<file path="src/rtl/dyn_brnch_pred_sat_ghist.sv">
// Dynamic branch predictor: table of saturating counters, one pending prediction, misprediction counter.
// Define DYN_BP_GHIST_EN to XOR a non-speculative global history register into the table index (gshare).
module dyn_brnch_pred_sat_ghist #(
    parameter int IDX_W  = 5,
    parameter int CNT_W  = 2,
    parameter int HIST_W = 5,
    parameter int MISS_W = 16
) (
    input  logic              clk,
    input  logic              rst,
    input  logic              lookup_vld,
    input  logic [IDX_W-1:0]  lookup_pc_idx,
    input  logic              stall,
    input  logic              resolve_vld,
    input  logic              resolve_taken,
    output logic              prediction,
    output logic              pend_vld,
    output logic              mispredict,
    output logic [MISS_W-1:0] miss_cnt
);
    localparam int DEPTH = 1 << IDX_W;
    localparam logic [CNT_W-1:0]  CTR_INIT = {1'b0, {(CNT_W-1){1'b1}}};
    localparam logic [CNT_W-1:0]  CTR_MAX  = '1;
    localparam logic [CNT_W-1:0]  CTR_ONE  = {{(CNT_W-1){1'b0}}, 1'b1};
    localparam logic [MISS_W-1:0] MISS_MAX = '1;
    localparam logic [MISS_W-1:0] MISS_ONE = {{(MISS_W-1){1'b0}}, 1'b1};

    if (CNT_W < 2 || HIST_W < 2 || HIST_W > IDX_W) begin : g_bad_params
        $error("dyn_brnch_pred_sat_ghist: need CNT_W >= 2 and 2 <= HIST_W <= IDX_W");
    end

    // lookup_vld and resolve_vld are single-cycle qualifiers with no backpressure;
    // stall=1 turns both into no-ops for capture, training, history and counting.
    logic [CNT_W-1:0] tbl [DEPTH];
    logic [IDX_W-1:0] pend_idx;
    logic             pend_pred;
    logic             trn;
    logic             cap;
    logic [IDX_W-1:0] rd_idx;
    logic [CNT_W-1:0] cur;
    logic [CNT_W-1:0] wr_val;
    logic [CNT_W-1:0] ctr_eff;

    assign trn = resolve_vld & pend_vld & ~stall;
    assign cap = lookup_vld & ~stall;

`ifdef DYN_BP_GHIST_EN
    logic [HIST_W-1:0] ghr;

    // Lookups in a training cycle still hash with the pre-update history.
    assign rd_idx = lookup_pc_idx ^ IDX_W'(ghr);

    always_ff @(posedge clk) begin
        if (rst) begin
            ghr <= '0;
        end else if (trn) begin
            ghr <= {ghr[HIST_W-2:0], resolve_taken};
        end
    end
`else
    assign rd_idx = lookup_pc_idx;
`endif

    always_comb begin
        cur    = tbl[pend_idx];
        wr_val = cur;
        if (resolve_taken) begin
            if (cur != CTR_MAX) wr_val = cur + CTR_ONE;
        end else begin
            if (cur != '0) wr_val = cur - CTR_ONE;
        end
    end

    // Forward the counter being trained this cycle so a lookup never sees a stale value.
    always_comb begin
        ctr_eff = tbl[rd_idx];
        if (trn && (pend_idx == rd_idx)) ctr_eff = wr_val;
    end

    assign prediction = lookup_vld & ctr_eff[CNT_W-1];

    always_ff @(posedge clk) begin
        if (rst) begin
            for (int i = 0; i < DEPTH; i++) tbl[i] <= CTR_INIT;
        end else if (trn) begin
            tbl[pend_idx] <= wr_val;
        end
    end

    // Training consumes the old pending entry; a same-cycle capture then replaces it.
    always_ff @(posedge clk) begin
        if (rst) begin
            pend_vld  <= 1'b0;
            pend_idx  <= '0;
            pend_pred <= 1'b0;
        end else if (cap) begin
            pend_vld  <= 1'b1;
            pend_idx  <= rd_idx;
            pend_pred <= prediction;
        end else if (trn) begin
            pend_vld  <= 1'b0;
        end
    end

    always_ff @(posedge clk) begin
        if (rst) begin
            mispredict <= 1'b0;
            miss_cnt   <= '0;
        end else begin
            mispredict <= trn & (pend_pred != resolve_taken);
            if (trn && (pend_pred != resolve_taken) && (miss_cnt != MISS_MAX)) begin
                miss_cnt <= miss_cnt + MISS_ONE;
            end
        end
    end
endmodule
</file>
<file path="config.mk">
export PLATFORM = sky130hd
export DESIGN_NAME = dyn_brnch_pred_sat_ghist
export DESIGN_NICKNAME = d
export VERILOG_FILES = /design/src/rtl/dyn_brnch_pred_sat_ghist.sv
export SDC_FILE = /design/constraint.sdc
export NUM_CORES = 1
export LEC_CHECK = 0
export CORE_ASPECT_RATIO = 2
export CORE_MARGIN = 3
export CORE_UTILIZATION = 40
export DETAILED_ROUTE_END_ITERATION = 8
export PLACE_DENSITY = 0.62
export SLEW_MARGIN = 15
export SYNTH_ARGS = -nofsm -noshare
export SYNTH_HDL_FRONTEND = slang
export SYNTH_SLANG_ARGS = --single-unit
export TNS_END_PERCENT = 1
</file>
<file path="constraint.sdc">
create_clock -name clk -period 2.8 [get_ports clk]
set_clock_uncertainty 0.2 [all_clocks]
set_input_delay 0.42 -clock clk [delete_from_list [all_inputs] [get_ports clk]]
set_output_delay 0.42 -clock clk [all_outputs]
set_load 0.005 [all_outputs]
</file>
== Yosys cells after proc, flatten, opt, wreduce, memory -nomap -nowiden ==
Memories as Yosys holds them, arrays and structs flattened. A register that Yosys moved wholly into a read port is not among the register bits.
Index checks and enable logic that the tools add are counted.

* Register bits after elaboration: 24
* Memory bits (writable): 64
* Input bits: 11
* Memories: 1

* Add/subtract/negate cells: 3
* Equal/unequal tests: 4
* Multiplexer cells: 16
* Bitwise gates (word level): 6
* Reductions and logical operators: 6

{| class="wikitable"
|+ Memory list
! name !! depth !! width !! read ports !! clocked after Yosys merged registers in !! write ports !! line !! RTL
|-
| tbl || 32 || 2 || 2 || 1 || 32 || 34 || <nowiki>logic [CNT_W-1:0] tbl [DEPTH];</nowiki>
|}

{| class="wikitable"
|+ Operators with widths
! operator !! count
|-
| 16-bit by 1-bit adder with 16-bit output, second input constant || 1
|-
| 16-bit inequality test, second input constant || 1
|-
| 5-bit two-way mux || 3
|-
| 2-bit two-way mux || 5
|-
| 1-bit two-way mux || 8
|-
| 1-bit AND || 5
|-
| 5-bit == test || 1
|-
| 2-bit nonzero test || 2
|-
| 1-bit logical AND || 3
|-
| 2-bit by 1-bit adder with 2-bit output, second input constant || 1
|-
| 2-bit inequality test, second input constant || 1
|-
| 2-bit OR reduction || 1
|-
| 2-bit by 1-bit subtractor with 2-bit output, second input constant || 1
|-
| 1-bit inequality test || 1
|-
| 1-bit NOT || 1
|}

== Depth between registers and ports, before layout ==
Gate-level depths: netlist of run 1.

* Word-level depth: 7
* Mapped depth: 8

== Worst setup path after synthesis of run 1 ==
OpenSTA, ideal clock, no wires.

* Path type: reg-to-output
* From: reg (tool-made name)
* To: out prediction
* Arrival: 1.956 ns
* Slack: 0.224 ns
* Stages on the path, launching flop included: 9
* Buffers on the path: 2
* Cell sequence: dfxtp_1 -> buf_6 -> buf_12 -> mux4_1 -> a22oi_1 -> and4_4 -> maj3_2 -> mux2_2 -> nor2b_1

{| class="wikitable"
|+ RTL lines
! item !! line !! RTL
|-
| to (decl) || 16 || <nowiki>output logic prediction,</nowiki>
|}

==> reports/qor.json, run 1 <==
{
  "logic_synthesis": {
    "postSynthCellCount": 424,
    "mappedNetlistNets": 436,
    "synth_async_sr_flop_share_pct": 0,
    "yosys_most_used_dff": "sky130_fd_sc_hd__edfxtp_1",
    "yosys_warnings": 0,
    "syn-mean-instance-area_sq_um": 11.34,
    "count_of_flip_flops_with_a_built_in_enable_after_synthesis": 64,
    "synth-seq-cells": 93,
    "synth.lib_cells_used.distinct": 42,
    "synth-seq-area-share_pct": 52.04,
    "syn_area_sq_um": 4808
  },
  "layout": {
    "antenna-diode-count": 0,
    "design.final.nets": 501,
    "final_layout_size_suffix_gt1_share_pct": 25.51,
    "layout.cells.most_common": "sky130_fd_sc_hd__edfxtp_1",
    "utilization_pct": 50.33,
    "growth_of_design_area_from_synthesis_to_finish_pct": 23.21,
    "final_cell_mix": "sky130_fd_sc_hd__edfxtp_1 (64), sky130_fd_sc_hd__nor2_1 (49), sky130_fd_sc_hd__nand2_1 (48), sky130_fd_sc_hd__buf_4 (48), sky130_fd_sc_hd__dfxtp_1 (28)",
    "layoutNonFillerInstCount": 639
  },
  "global_route": {
    "met3_usage_pct": 2.808,
    "grt-ovfl-total": 0,
    "grt_pass1_vias": 3724,
    "grt_use_met1_pct": 19.87,
    "grt_most_used_layer": "met2",
    "globalRouteTotalUtil_pct": 19.34,
    "grt_max_degree": 52,
    "grt_antenna_before_repair": 0,
    "grt_pass1_wl_mm": 19.75,
    "grt.met2_usage_pct": 37.10
  },
  "clock_tree": {
    "clock_latency_ns": 0.34,
    "ctsRootBufferMaster": "sky130_fd_sc_hd__clkbuf_16",
    "clock_buffer_depth": 2,
    "clk_pin_slew_ns": 0.06,
    "cts_num_sinks": 93,
    "cts-buffers-inserted": 9,
    "tritoncts": "built",
    "cts.htree.levels": 3
  },
  "placed_design": {
    "port-buffer-count": 29,
    "post-dp-hpwl_mm": 9.172,
    "dpl.cell_count": 620,
    "globalplace.congestion": 0.8553,
    "placement.setup.worst_slack_ns": -0.6613
  },
  "sta": {
    "rsz0062_at_grt": "true",
    "slew_violations": 0,
    "finalWorstSetupSlack_ns": -0.2384,
    "timing_worst_slew_pin_value_ns": 0.5474,
    "post-route-period-util_pct": 108.5,
    "setup_tns_ns": -0.2384,
    "final_setup_violations": 1,
    "timing.slew.headroom_pct": 63.43,
    "report.final.hold_viol_count": 0,
    "achievable-frequency_mhz": 329.1,
    "finalCriticalPeriod_ns": 3.038
  },
  "route": {
    "drt_wl_total_mm": 12.55,
    "vias": 3521,
    "drt.antenna.violating_nets": 0,
    "count_of_tritonroute_iterations_in_the_first_routing_pass": 4,
    "route.detailed.wl_per_inst_um": 19.65,
    "drt-vias-per-instance": 5.510,
    "drc": 0,
    "drtIter0Drc": 227
  },
  "floorplanning": {
    "fp.dieW_um": 83.53,
    "floorplan.core_area_sq_um": 11770,
    "floorplan.die.height_um": 161.1,
    "die_area_sq_um": 13450,
    "initial_core_util_pct": 40.85,
    "placement_row_count": 56,
    "io_pins": 30
  },
  "power": {
    "power_leakage_uw": 0.001957,
    "vdd_ir_drop_max_mv": 0.3818,
    "power_per_cell_area_nw_per_um2": 518.8
  },
  "setup_path": {
    "criticalPathCategory": "reg -> out",
    "start_kind": "register",
    "data_arrival_time_of_the_critical_path_ns": 2.42,
    "critPathCaptureType": "primary output",
    "worst-path-max-fanout": 7,
    "required_time_worst_endpoint_ns": 2.18
  },
  "min_path": {
    "timing.hold.worst.class": "reg -> reg"
  },
  "run_status": {
    "violations": "setup timing",
    "status": "finished with violations"
  },
  "run": {
    "timing.max_cap.violations": 0
  }
}
[final cells by class]
type / count / area [sq um]
clock buffer: 9 / 225.2
clock inverter: 7 / 75.07
fill: 1076 / 5847
inverter: 3 / 11.26
multi-input combinational: 298 / 2155
sequential: 93 / 2506
tap: 145 / 181.4
timing repair buffer: 84 / 770.7
[synthesized netlist by cell type, drive strengths merged, types with 5 or more instances]
cell type | n | area (sq um)
or2 | 14 | 87.58
xor2 | 9 | 78.83
clkbuf | 18 | 67.56
a22oi | 8 | 60.06
nand4 | 7 | 43.79
nor3b | 5 | 37.54
nand2 | 48 | 180.2
nor3 | 25 | 125.1
mux4 | 25 | 581.8
xnor2 | 10 | 87.58
dfxtp | 29 | 580.6
nand2b | 26 | 162.7
nand3 | 25 | 125.1
a21oi | 9 | 45.04
nor2b | 6 | 37.54
buf | 12 | 110.1
nor2 | 49 | 183.9
edfxtp | 64 | 1922
[through the flow]
step / total power [uW] / hold slack (ns) / area [sq um]
after floorplan: 1742 / 0.2814 / 4808
after global placement: 1867 / 0.2842 / 5555
after detailed placement: 1874 / 0.2865 / 5555
after CTS: 3097 / 0.3042 / 5902
after global routing: 3184 / 0.3293 / 5924
final: 3074 / 0.2991 / 5924
[path summary, 6_finish.rpt]
check / cells after the start / slack [ns] / startpoint / endpoint
min: 2 / 0.30 / miss_cnt[1] / miss_cnt[1]
max: 9 / -0.24 / register / prediction
min reg2reg: 2 / 0.30 / miss_cnt[1] / miss_cnt[1]
max reg2reg: 7 / 0.09 / register / tbl[17][1]
[state kept, by name, indices dropped and copies added, names as in the netlist, named ones only]
| register | flops |
|---|---|
| tbl | 64 |
| miss_cnt | 16 |
| pend_idx | 5 |
| mispredict | 1 |
| pend_pred | 1 |
| pend_vld | 1 |
[kinds of logic (layout without fill, tap and decap cells)]
kind of cell | Yosys count | in the layout | share of synthesized area, %
AOI/OAI and AO/OA | 24 | 24 | 3.409
xor gates and xnor gates | 19 | 19 | 3.461
adders and majority gates | 3 | 3 | 0.7805
buffers and inverters | 33 | 103 | 3.929
DFF | 93 | 93 | 52.04
muxes | 30 | 30 | 13.17
and+or+nand+nor | 222 | 222 | 23.21
[report_power, final]
part / total (uW) / internal [uW] / leakage (uW) / switching (uW)
Sequential: 1510 / 1490 / 0.000786 / 25.3
Combinational: 345 / 164 / 0.00102 / 181
Clock: 1210 / 696 / 0.000150 / 518
[worst max-delay path, cell delays in order, from the launching register on]
cell                      delay, ns
sky130_fd_sc_hd__dfxtp_4       0.36
sky130_fd_sc_hd__buf_8         0.14
sky130_fd_sc_hd__buf_6         0.12
sky130_fd_sc_hd__mux4_2        0.33
sky130_fd_sc_hd__a22oi_2       0.07
sky130_fd_sc_hd__and4_4        0.20
sky130_fd_sc_hd__maj3_2        0.32
sky130_fd_sc_hd__mux2_4        0.30
sky130_fd_sc_hd__nor2b_1       0.12
sky130_fd_sc_hd__buf_2         0.12
[layer usage]
metal | share of wire, % | vias to the layer above
li1 | - | 1664
met1 | 34 | 1727
met2 | 58 | 105
met3 | 3.6 | 25
met4 | 4.0 | 0
met5 | 0 | -
[repair_timing]
item,4_1_cts,5_1_grt
hold buffers,0,0
setup buffers,2,1
setup endpoints to repair,33,1
pin swaps,7,2
gates resized for setup,20,3
gates cloned,0,0
Note: power is estimated with default switching activity, not from simulation.
==> inputs of run 2 (changes only) <==
Settings changed: CORE_UTILIZATION 40 to 45, PLACE_DENSITY 0.62 to 0.65.
==> run 2 against run 1 <==
Compared with the run above:
- the run still ends with setup timing left
- cell count is 1.9% lower
- routed wire length is 1.1% lower
- clock power is 4% higher
- non-clock buffer count is 2 lower
- largest power group unchanged
- setup slack better by 0.0070 ns
- largest cell class unchanged
- register-to-register slack hardly changed
- via count is 1.1% higher
- global-route usage is 2.2 points higher
==> reports/qor.json, run 2 (same netlist as run 1, synthesis figures left out) <==
{
  "floorplanning": {
    "fp.dieW_um": 79.10,
    "initial_core_util_pct": 46.77,
    "floorplan.die.height_um": 152.2,
    "io_pins": 30,
    "die_area_sq_um": 12040,
    "floorplan.core_area_sq_um": 10280,
    "placement_row_count": 52
  },
  "clock_tree": {
    "clk_pin_slew_ns": 0.06,
    "cts_num_sinks": 93,
    "clock_latency_ns": 0.33,
    "cts-buffers-inserted": 9,
    "ctsRootBufferMaster": "sky130_fd_sc_hd__clkbuf_16",
    "cts.htree.levels": 3,
    "clock_buffer_depth": 2,
    "tritoncts": "built"
  },
  "layout": {
    "utilization_pct": 57.49,
    "layout.filler_cells": 910,
    "multi_input_comb_area_sq_um": 2165,
    "area.sequential_sq_um": 2507,
    "layoutNonFillerInstCount": 627,
    "largest_register": "tbl",
    "layout.cells.most_common": "sky130_fd_sc_hd__edfxtp_1",
    "antenna-diode-count": 0,
    "growth_of_design_area_from_synthesis_to_finish_pct": 22.90,
    "final_layout_size_suffix_gt1_share_pct": 25.61,
    "largest_reg_flops": 64,
    "reg.largest.list": "tbl x64, miss_cnt x16, pend_idx x5",
    "design.final.nets": 499,
    "final_design_area_no_fill_sq_um": 5909,
    "final_cell_mix": "sky130_fd_sc_hd__edfxtp_1 (64), sky130_fd_sc_hd__nor2_1 (49), sky130_fd_sc_hd__nand2_1 (48), sky130_fd_sc_hd__buf_4 (45), sky130_fd_sc_hd__dfxtp_1 (27)"
  },
  "global_route": {
    "globalRouteTotalUtil_pct": 21.56,
    "grt_pass1_vias": 3739,
    "grt_most_used_layer": "met2",
    "grt_pass1_wl_mm": 19.37,
    "grt-ovfl-total": 0,
    "grt.met2_usage_pct": 39.38,
    "grt_max_degree": 43,
    "grt_antenna_before_repair": 0,
    "grt_use_met1_pct": 22.16,
    "met3_usage_pct": 3.550
  },
  "placed_design": {
    "dpl.cell_count": 608,
    "post-dp-hpwl_mm": 9.148,
    "placement.setup.worst_slack_ns": -0.6405,
    "placedInstanceArea_sq_um": 5510,
    "globalplace.congestion": 0.8650,
    "port-buffer-count": 29
  },
  "sta": {
    "slew_violations": 0,
    "report.final.hold_viol_count": 0,
    "timing.slew.headroom_pct": 41.84,
    "post-route-period-util_pct": 108.3,
    "final_setup_violations": 1,
    "timing_worst_slew_pin_value_ns": 0.8705,
    "finalWorstSetupSlack_ns": -0.2314,
    "rsz0062_at_grt": "true",
    "achievable-frequency_mhz": 329.9,
    "finalCriticalPeriod_ns": 3.031
  },
  "power": {
    "power_leakage_uw": 0.001944,
    "power_per_cell_area_nw_per_um2": 527.5,
    "vdd_ir_drop_max_mv": 0.3940,
    "fin_total_pwr_uw": 3117
  },
  "route": {
    "count_of_tritonroute_iterations_in_the_first_routing_pass": 4,
    "drt.antenna.violating_nets": 0,
    "vias": 3561,
    "route.detailed.wl_per_inst_um": 19.79,
    "drtIter0Drc": 256,
    "drc": 0,
    "drt-vias-per-instance": 5.679,
    "drt_wl_total_mm": 12.41
  },
  "setup_path": {
    "critPathCaptureType": "primary output",
    "worst-path-max-fanout": 4,
    "criticalPathCategory": "reg -> out",
    "data_arrival_time_of_the_critical_path_ns": 2.41,
    "required_time_worst_endpoint_ns": 2.18,
    "start_kind": "register",
    "r2r_slack_ns": 0.10
  },
  "run_status": {
    "status": "finished with violations",
    "violations": "setup timing"
  },
  "run": {
    "timing.max_cap.violations": 0
  },
  "min_path": {
    "timing.hold.worst.class": "in -> reg"
  }
}
## run 2: final cells by class
class                   instances  area share [%]
flip-flops and latches         93           42.43
multi-input cells             298           36.63
repair buffers                 82           12.62
clock buffers                  12           4.362
well taps                     135           2.858
clock inverters                 4          0.9104
inverters                       3          0.1906
## run 2: metal layers
| metal | part of all wire, % | vias to the layer above |
|---|---|---|
| li1 | - | 1655 |
| met1 | 35 | 1755 |
| met2 | 56 | 114 |
| met3 | 3.7 | 37 |
| met4 | 6.0 | 0 |
| met5 | 0 | - |
## run 2: worst max-delay path, cell delays in order, from the launching register on
cell and delay, ns:
sky130_fd_sc_hd__dfxtp_4 0.37, sky130_fd_sc_hd__buf_6 0.13, sky130_fd_sc_hd__mux4_2 0.52, sky130_fd_sc_hd__a22oi_2 0.26, sky130_fd_sc_hd__and4_4 0.27, sky130_fd_sc_hd__maj3_2 0.20, sky130_fd_sc_hd__mux2_4 0.16, sky130_fd_sc_hd__nor2b_1 0.04
sky130_fd_sc_hd__buf_2 0.12
## run 2: through the flow
stage / TNS [ns] / hold WS (ns)
detailed placement: -1.514 / 0.2953
floorplan: 0 / 0.2814
global route: -0.2798 / 0.2853
global placement: -0.8423 / 0.2820
CTS: -0.2502 / 0.2588
finish: -0.2314 / 0.2762
## run 2: path summary, 6_finish.rpt
path | startpoint | end | cells past startpoint
setup / recovery | register | prediction | 8
hold / removal | rst | miss_cnt[7] | 2
setup reg to reg | register | tbl[11][1] | 7
hold reg to reg | pend_vld | pend_vld | 2
## run 2: where the power goes
part	internal [uW]	switching (uW)
sequential	1490	25.1
clock	751	511
combinational	162	179
## run 2: repair_timing
item / CTS / global route
endpoints found under the setup margin: 33 / 2
cloned: 0 / 0
gates resized for setup: 20 / 8
pin swaps: 6 / 5
hold buffers: 0 / 0
setup buffers: 2 / 1
